### config.mk
export PLATFORM = sky130hd
export DESIGN_NAME = fib_ram_reader
export DESIGN_NICKNAME = d
export VERILOG_FILES = /design/src/rtl/fib_pkg.sv /design/src/rtl/cntr_up_clr_nb.sv /design/src/rtl/fib_ram_reader.sv
export SDC_FILE = /design/constraint.sdc
export NUM_CORES = 1
export LEC_CHECK = 0
export ABC_AREA = 1
export CORE_MARGIN = 5
export CORE_UTILIZATION = 40
export CTS_BUF_LIST = sky130_fd_sc_hd__clkbuf_8
export DETAILED_ROUTE_END_ITERATION = 7
export PLACE_DENSITY = 0.67
export SYNTH_ARGS = -nofsm -noshare
export SYNTH_HDL_FRONTEND = slang
export SYNTH_SLANG_ARGS = --single-unit
### constraint.sdc
create_clock -name CLK -period 3 [get_ports CLK]
set_clock_uncertainty 0.2 [all_clocks]
set_input_delay 0.6 -clock CLK [delete_from_list [all_inputs] [get_ports CLK]]
set_output_delay 0.6 -clock CLK [all_outputs]
set_load 0.01 [all_outputs]
### src/rtl/fib_pkg.sv
// Shared constants and FSM state type for the Fibonacci RAM writer/reader pair.
package fib_pkg;

  localparam int unsigned FIB_N     = 4;
  localparam int unsigned FIB_M     = 11;
  localparam int unsigned FIB_SEED0 = 0;
  localparam int unsigned FIB_SEED1 = 1;

  typedef enum logic [2:0] {
    S_IDLE    = 3'd0,
    S_ISSUE   = 3'd1,
    S_CAPTURE = 3'd2,
    S_HOLD    = 3'd3,
    S_FINISH  = 3'd4
  } fib_state_e;

endpackage

### src/rtl/cntr_up_clr_nb.sv
// n-bit up counter with synchronous clear and parallel load; RCO flags the all-ones count.
module cntr_up_clr_nb #(
  parameter int unsigned n = 8
) (
  input  logic         CLK,
  input  logic         RST,
  input  logic         CLR,
  input  logic         UP,
  input  logic         LD,
  input  logic [n-1:0] D,
  output logic [n-1:0] COUNT,
  output logic         RCO
);

  logic [n-1:0] count_q;

  always_ff @(posedge CLK) begin
    if (RST || CLR) begin
      count_q <= '0;
    end else if (LD) begin
      count_q <= D;
    end else if (UP) begin
      count_q <= count_q + 1'b1;
    end
  end

  assign COUNT = count_q;
  assign RCO   = &count_q;

endmodule

### src/rtl/fib_ram_reader.sv
// Scans the Fibonacci RAM, displays each word at TICK pace and flags the first
// address that breaks the recurrence.
module fib_ram_reader
  import fib_pkg::*;
#(
  parameter int unsigned n     = FIB_N,
  parameter int unsigned m     = FIB_M,
  parameter int unsigned SEED0 = FIB_SEED0,
  parameter int unsigned SEED1 = FIB_SEED1
) (
  input  logic         CLK,
  input  logic         RST,
  input  logic         START,
  input  logic         TICK,
  output logic [n-1:0] RAM_ADDR,
  input  logic [m-1:0] RAM_DATA,
  output logic [m-1:0] DISP_VAL,
  output logic [n-1:0] DISP_ADDR,
  output logic         BUSY,
  output logic         DONE,
  output logic         ERR,
  output logic [n-1:0] ERR_ADDR
);

  fib_state_e   state_q;
  logic [n-1:0] addr;
  logic         last;
  logic         cnt_clr, cnt_up;
  logic [m-1:0] disp_val_q, p1_q, p2_q;
  logic [n-1:0] disp_addr_q, err_addr_q;
  logic         busy_q, done_q, err_q;
  logic [m:0]   exp_sum;
  logic         mismatch;

  assign cnt_clr = (state_q == S_IDLE) && START;
  // The counter must stop on the last address, so HOLD&TICK only counts below it.
  assign cnt_up  = (state_q == S_HOLD) && TICK && !last;

  cntr_up_clr_nb #(.n(n)) u_addr_cntr (
    .CLK   (CLK),
    .RST   (RST),
    .CLR   (cnt_clr),
    .UP    (cnt_up),
    .LD    (1'b0),
    .D     ('0),
    .COUNT (addr),
    .RCO   (last)
  );

  // Sum is kept one bit wider so an m-bit overflow can never match the RAM word.
  always_comb begin
    exp_sum = {1'b0, p1_q} + {1'b0, p2_q};
    if (addr == '0) begin
      exp_sum = (m+1)'(SEED0);
    end else if (addr == n'(1)) begin
      exp_sum = (m+1)'(SEED1);
    end
    mismatch = (exp_sum != {1'b0, RAM_DATA});
  end

  always_ff @(posedge CLK) begin
    if (RST) begin
      state_q     <= S_IDLE;
      disp_val_q  <= '0;
      disp_addr_q <= '0;
      busy_q      <= 1'b0;
      done_q      <= 1'b0;
      err_q       <= 1'b0;
      err_addr_q  <= '0;
      p1_q        <= '0;
      p2_q        <= '0;
    end else begin
      case (state_q)
        S_IDLE: begin
          if (START) begin
            err_q      <= 1'b0;
            err_addr_q <= '0;
            done_q     <= 1'b0;
            busy_q     <= 1'b1;
            state_q    <= S_ISSUE;
          end
        end
        S_ISSUE: state_q <= S_CAPTURE;
        S_CAPTURE: begin
          disp_val_q  <= RAM_DATA;
          disp_addr_q <= addr;
          p2_q        <= p1_q;
          p1_q        <= RAM_DATA;
          if (mismatch && !err_q) begin
            err_q      <= 1'b1;
            err_addr_q <= addr;
          end
          state_q <= S_HOLD;
        end
        S_HOLD: begin
          if (TICK) begin
            state_q <= last ? S_FINISH : S_ISSUE;
          end
        end
        S_FINISH: begin
          busy_q  <= 1'b0;
          done_q  <= 1'b1;
          state_q <= S_IDLE;
        end
        default: state_q <= S_IDLE;
      endcase
    end
  end

  assign RAM_ADDR  = addr;
  assign DISP_VAL  = disp_val_q;
  assign DISP_ADDR = disp_addr_q;
  assign BUSY      = busy_q;
  assign DONE      = done_q;
  assign ERR       = err_q;
  assign ERR_ADDR  = err_addr_q;

endmodule
* Word-level counts from Yosys, hierarchy flattened
Cells that the tools add are included.
** Storage, ports and cells
- Input port bits :: 15
- Logic and storage cells :: 50
- Output and inout bits :: 26
- Flip-flop bits (word level) :: 40
** Operators by class
- Equal/unequal tests :: 9
- Reductions and logical operators :: 15
- Mux-type cells :: 15
- Add/subtract/negate cells :: 2
** Operator list (count)
- 12-bit 2-to-1 mux :: 2
- 11-bit by 11-bit adder with 12-bit output :: 1
- 12-bit by 11-bit inequality test with 1-bit output :: 1
- 3-bit case mux with 4 select lines :: 1
- 3-bit 2-to-1 mux :: 3
- 4-bit 2-to-1 mux :: 2
- 4-bit case mux with 2 select lines :: 1
- 3-bit by 2-bit equality test with 1-bit output (second input constant) :: 2
- 2-bit inequality test (second input constant) :: 3
- 1-bit case mux with 2 select lines :: 3
- 4-bit by 1-bit adder with 4-bit output (second input constant) :: 1
- 4-bit by 1-bit equality test with 1-bit output (second input constant) :: 1
- 1-bit logical AND :: 4
- 4-bit logical NOT :: 1
- 2-bit AND reduction :: 2
- 4-bit AND reduction :: 1
- 2-bit nonzero test :: 2
- 3-bit by 1-bit equality test with 1-bit output (second input constant) :: 1
- 3-bit equality test (second input constant) :: 1
- 3-bit logical NOT :: 1
- 1-bit 2-to-1 mux :: 3
- 3-bit AND reduction :: 1
- 1-bit logical NOT :: 2
- 1-bit logical OR :: 1

* Depth between registers and ports, before layout
- Depth after elaboration :: 7
- Gate-level depth with buffers :: 21
- Mapped depth without buffers :: 20

* By module
Synthesis repeated with hierarchy kept, for this count alone.
** Second synthesis, totals
- Cells, all modules :: 402
- Area, all modules :: 2522.4 µm²
** By module, submodules not included
- fib_ram_reader :: instances 1, cells an instance 366, seq. area each 720.7 µm², area an instance 2288.4 µm²
- cntr_up_clr_nb :: instances 1, cells an instance 36, seq. area each 80.1 µm², area an instance 234.0 µm²

* Worst setup path after synthesis
OpenSTA, ideal clock, no wires.
- Kind :: reg-to-reg
- Start point :: reg p1_q[0]
- End point :: reg err_addr_q[3], in the netlist ERR_ADDR[3]
- Cell stages (with the launch flop) :: 20
- Clock period less this slack :: 2.467 ns
- Path slack :: 0.533 ns
- Setup time :: 0.113 ns
- Required time :: 2.687 ns
- Arrival time :: 2.154 ns
- Buffers on the path :: 0
- Path through :: dfxtp_1 -> ha_1 -> inv_1 -> fa_1 -> xnor2_1 -> nand2_1 -> nand2_1 -> nand2_1 -> nor2_1 -> nand2_1 -> nor2_1 -> nand3_1 -> nor2_1 -> nand3_1 -> nand2_2 -> nand2_4 -> nand2_2 -> nand2_1 -> nand2_1 -> nor2_1
** On the way
- Word-level cells in the longest chain between the ends :: 7
** RTL lines
- from (decl) :: line fib_ram_reader.sv:29 : logic [m-1:0] disp_val_q, p1_q, p2_q;
- from (signal assigned) :: line fib_ram_reader.sv:70 : p1_q <= '0;
- from (signal assigned) :: line fib_ram_reader.sv:88 : p1_q <= RAM_DATA;
- 11-bit by 11-bit adder with 12-bit output :: line fib_ram_reader.sv:52 : exp_sum = {1'b0, p1_q} + {1'b0, p2_q};
- 12-bit 2-to-1 mux :: line fib_ram_reader.sv:55 : end else if (addr == n'(1)) begin
- 12-bit 2-to-1 mux :: line fib_ram_reader.sv:53 : if (addr == '0) begin
- 12-bit by 11-bit inequality test with 1-bit output :: line fib_ram_reader.sv:58 : mismatch = (exp_sum != {1'b0, RAM_DATA});
- 1-bit logical AND :: line fib_ram_reader.sv:89 : if (mismatch && !err_q) begin
- 2-bit inequality test (no source line)
- 3-bit AND reduction (no source line)
- to (signal assigned) :: line fib_ram_reader.sv:91 : err_addr_q <= addr;
- to (decl) :: line fib_ram_reader.sv:30 : logic [n-1:0] disp_addr_q, err_addr_q;
Every way passes these cells.
A chain may end at the register's enable or synchronous reset.

* Worst setup path in the final report
Same ends and word-level chain as after synthesis.

==> run summary <==
Tcrit/Tclk final -> 88.9%
commonest non-fill, non-tap cell in the layout -> nand2_1
ranking of synthesized cells by area -> dfxtp_1, nand2_1, inv_1
Slew Limit Headroom -> 54.1%
Routability Congestion -> 0.939
initial antenna violation count -> 0
Post-CTS Setup Inserts -> 0
PwrDens -> 633 mW/mm2
flop-to-flop setup slack -> 0.33 ns
Final Setup Violations -> 0
CP endpoint kind -> flop
Cell Area, Synth -> 0.00247 mm2
CTS tree -> built
root buf cell -> clkbuf_8
nets@finish -> 455
max-slew violation count -> 0
post-route ant nets -> 0
core area -> 0.00596 mm2
I/O pins -> 41
Seq/Total Area, Yosys -> 32.4%
Max Fclk -> 375 MHz
Die Wd -> 88.7 um
Final Cell Area -> 0.00304 mm2
initial drt markers -> 162
run status -> complete, no violations
leading area contributor after synthesis -> dfxtp_1
row count -> 28
most frequent cells in the layout -> nand2_1, inv_1, nor2_1
clock latency on the worst-skew pair -> 0.30 ns
leak pwr -> 1.43 nW
Detailed Route WL -> 6.36 mm
Tot GR Track Use -> 16.9%
Critical Path Source Type -> flop
Cell Count, Final, Fillers Out -> 500
post-route minimum period -> 2.67 ns
clk sinks -> 40
Hold Path Class -> reg -> reg
Final Hold Viols -> 0
largest net degree at the start of global routing -> 33
CTS Hold Bufs -> 0
Cells after Synth -> 385
Worst EP arrival -> 2.66 ns
CTS H-Tree Depth -> 2
Avg Synthesized Cell Area -> 6.43 um2
diodes inserted -> 0
Syn Nets -> 415
WP data required -> 3.00 ns
Max Cap Viol -> 0
Max FO, Critical Path -> 7
I/O Buffers -> 40
dpl cell area -> 0.00295 mm2
Layout area overhead -> 22.6%
Via density -> 5.04
yosys warns -> 0
RSZ-0062 raised after global routing -> false
Worst-Margin Slew -> 0.688 ns
share of the synthesized area in the top cell type -> 32.4%
Starting Density -> 41.6%
Die Ht -> 88.7 um
post-synthesis cell type count -> 33
total gr overflow -> 0
VDD IR-drop max -> 0.322 mV
Clock transition at path regs -> 0.08 ns
Setup TNS -> 0 ns
CTS resizes -> 0
Routed wire per std cell -> 12.7 um
clk buf depth -> 2
dpl cells -> 493
DRC violations left -> 0
share of cells above drive strength 1 -> 4.94%
first-pass GRT wire length -> 10.6 mm
cts bufs inserted -> 5
die area -> 0.00786 mm2
Setup CP Type -> reg -> reg
HPWL Detailed -> 4.75 mm
DRT Pass-1 Iters -> 4
vias -> 2520
Synth Register Bits -> 40
vias in the first global route -> 2302
[through the flow]
stage          total power, mW  hold slack [ns]  util, %  setup slack, ns
6_report                  1.92            0.273     51.0            0.334
5_1_grt                   2.09            0.298     51.0           0.0264
3_5_place_dp              1.57            0.257     49.6            0.340
3_3_place_gp              1.55            0.255     49.6            0.454
4_1_cts                   1.93            0.275     50.9            0.304
2_1_floorplan             1.27            0.282        -            0.533
[per-layer routing]
layer	track usage [%]	part of all wire [%]	vias up	wire (um)
met3	4.28	5.8	8	371
met4	4.53	0.96	0	61
li1	-	-	1319	-
met2	27.9	46	54	2940
met1	22.0	47	1139	2990
met5	0	0	-	0
[registers in the layout (all words and copies together), names as in the netlist]
name / count
p1_q: 11
DISP_ADDR: 4
ERR: 1
BUSY: 1
p2_q: 11
DONE: 1
state_q: 3
ERR_ADDR: 4
u_addr_cntr.COUNT: 4
[cell usage after synthesis (all sizes together)]
cell type and n:
nand3b 6, dfxtp 40, inv 55, nor3 4, a211oi 1, or2 3
nor4b 1, nand2 102, o21bai 1, buf 3, o21ai 29, nand4 10
a31o 1, nand3 25, a31oi 2, ha 14, nor4 2, nor2 46
fa 1, clkbuf 8, xnor2 1, a21oi 29, nor3b 1
[worst paths after layout]
check                            startpoint                   endpoint  cells after the start
hold / removal    DISP_ADDR[1]$_SDFFE_PP0P_  DISP_ADDR[1]$_SDFFE_PP0P_                      2
hold reg to reg   DISP_ADDR[1]$_SDFFE_PP0P_  DISP_ADDR[1]$_SDFFE_PP0P_                      2
setup reg to reg       p1_q[0]$_SDFFE_PP0P_   ERR_ADDR[3]$_SDFFE_PP0P_                     19
setup / recovery       p1_q[0]$_SDFFE_PP0P_   ERR_ADDR[3]$_SDFFE_PP0P_                     19
[area by class of cell]
cell class	count	area, um2
repair buffers	44	430
well taps	75	93.8
clock buffers	5	68.8
flip-flops and latches	40	801
inverters	55	206
clock inverters	2	12.5
multi-input cells	279	1420
fillers	630	2920
[report_power, final]
part | internal [mW] | switching, mW | leakage [nW]
clock | 0.158 | 0.206 | 0.0400
combinational | 0.349 | 0.479 | 1.06
sequential | 0.645 | 0.0861 | 0.326
total | 1.15 | 0.771 | 1.43
[cell families (layout without fill, tap and decap cells)]
group,after synthesis,count (layout),share of synthesized area [%]
compound gates,63,63,13.3
xor+xnor,1,1,0.354
fa+ha+maj,15,15,7.89
simple gates,200,200,35.5
buf+inv,66,106,10.5
flops,40,40,32.4
[critical path: stages, from the launching register on]
cell     delay [ns]
dfxtp_1        0.39
ha_2           0.23
inv_1          0.06
fa_1           0.39
xnor2_1        0.22
nand2_1        0.07
nand2_1        0.06
nand2_1        0.04
nor2_1         0.09
nand2_1        0.06
nor2_1         0.08
nand3_1        0.08
nor2_1         0.09
nand3_1        0.09
nand2_2        0.08
nand2_4        0.07
nand2_2        0.09
nand2_1        0.05
nand2_1        0.05
nor2_1         0.04
(Power assumes the default switching activity.)
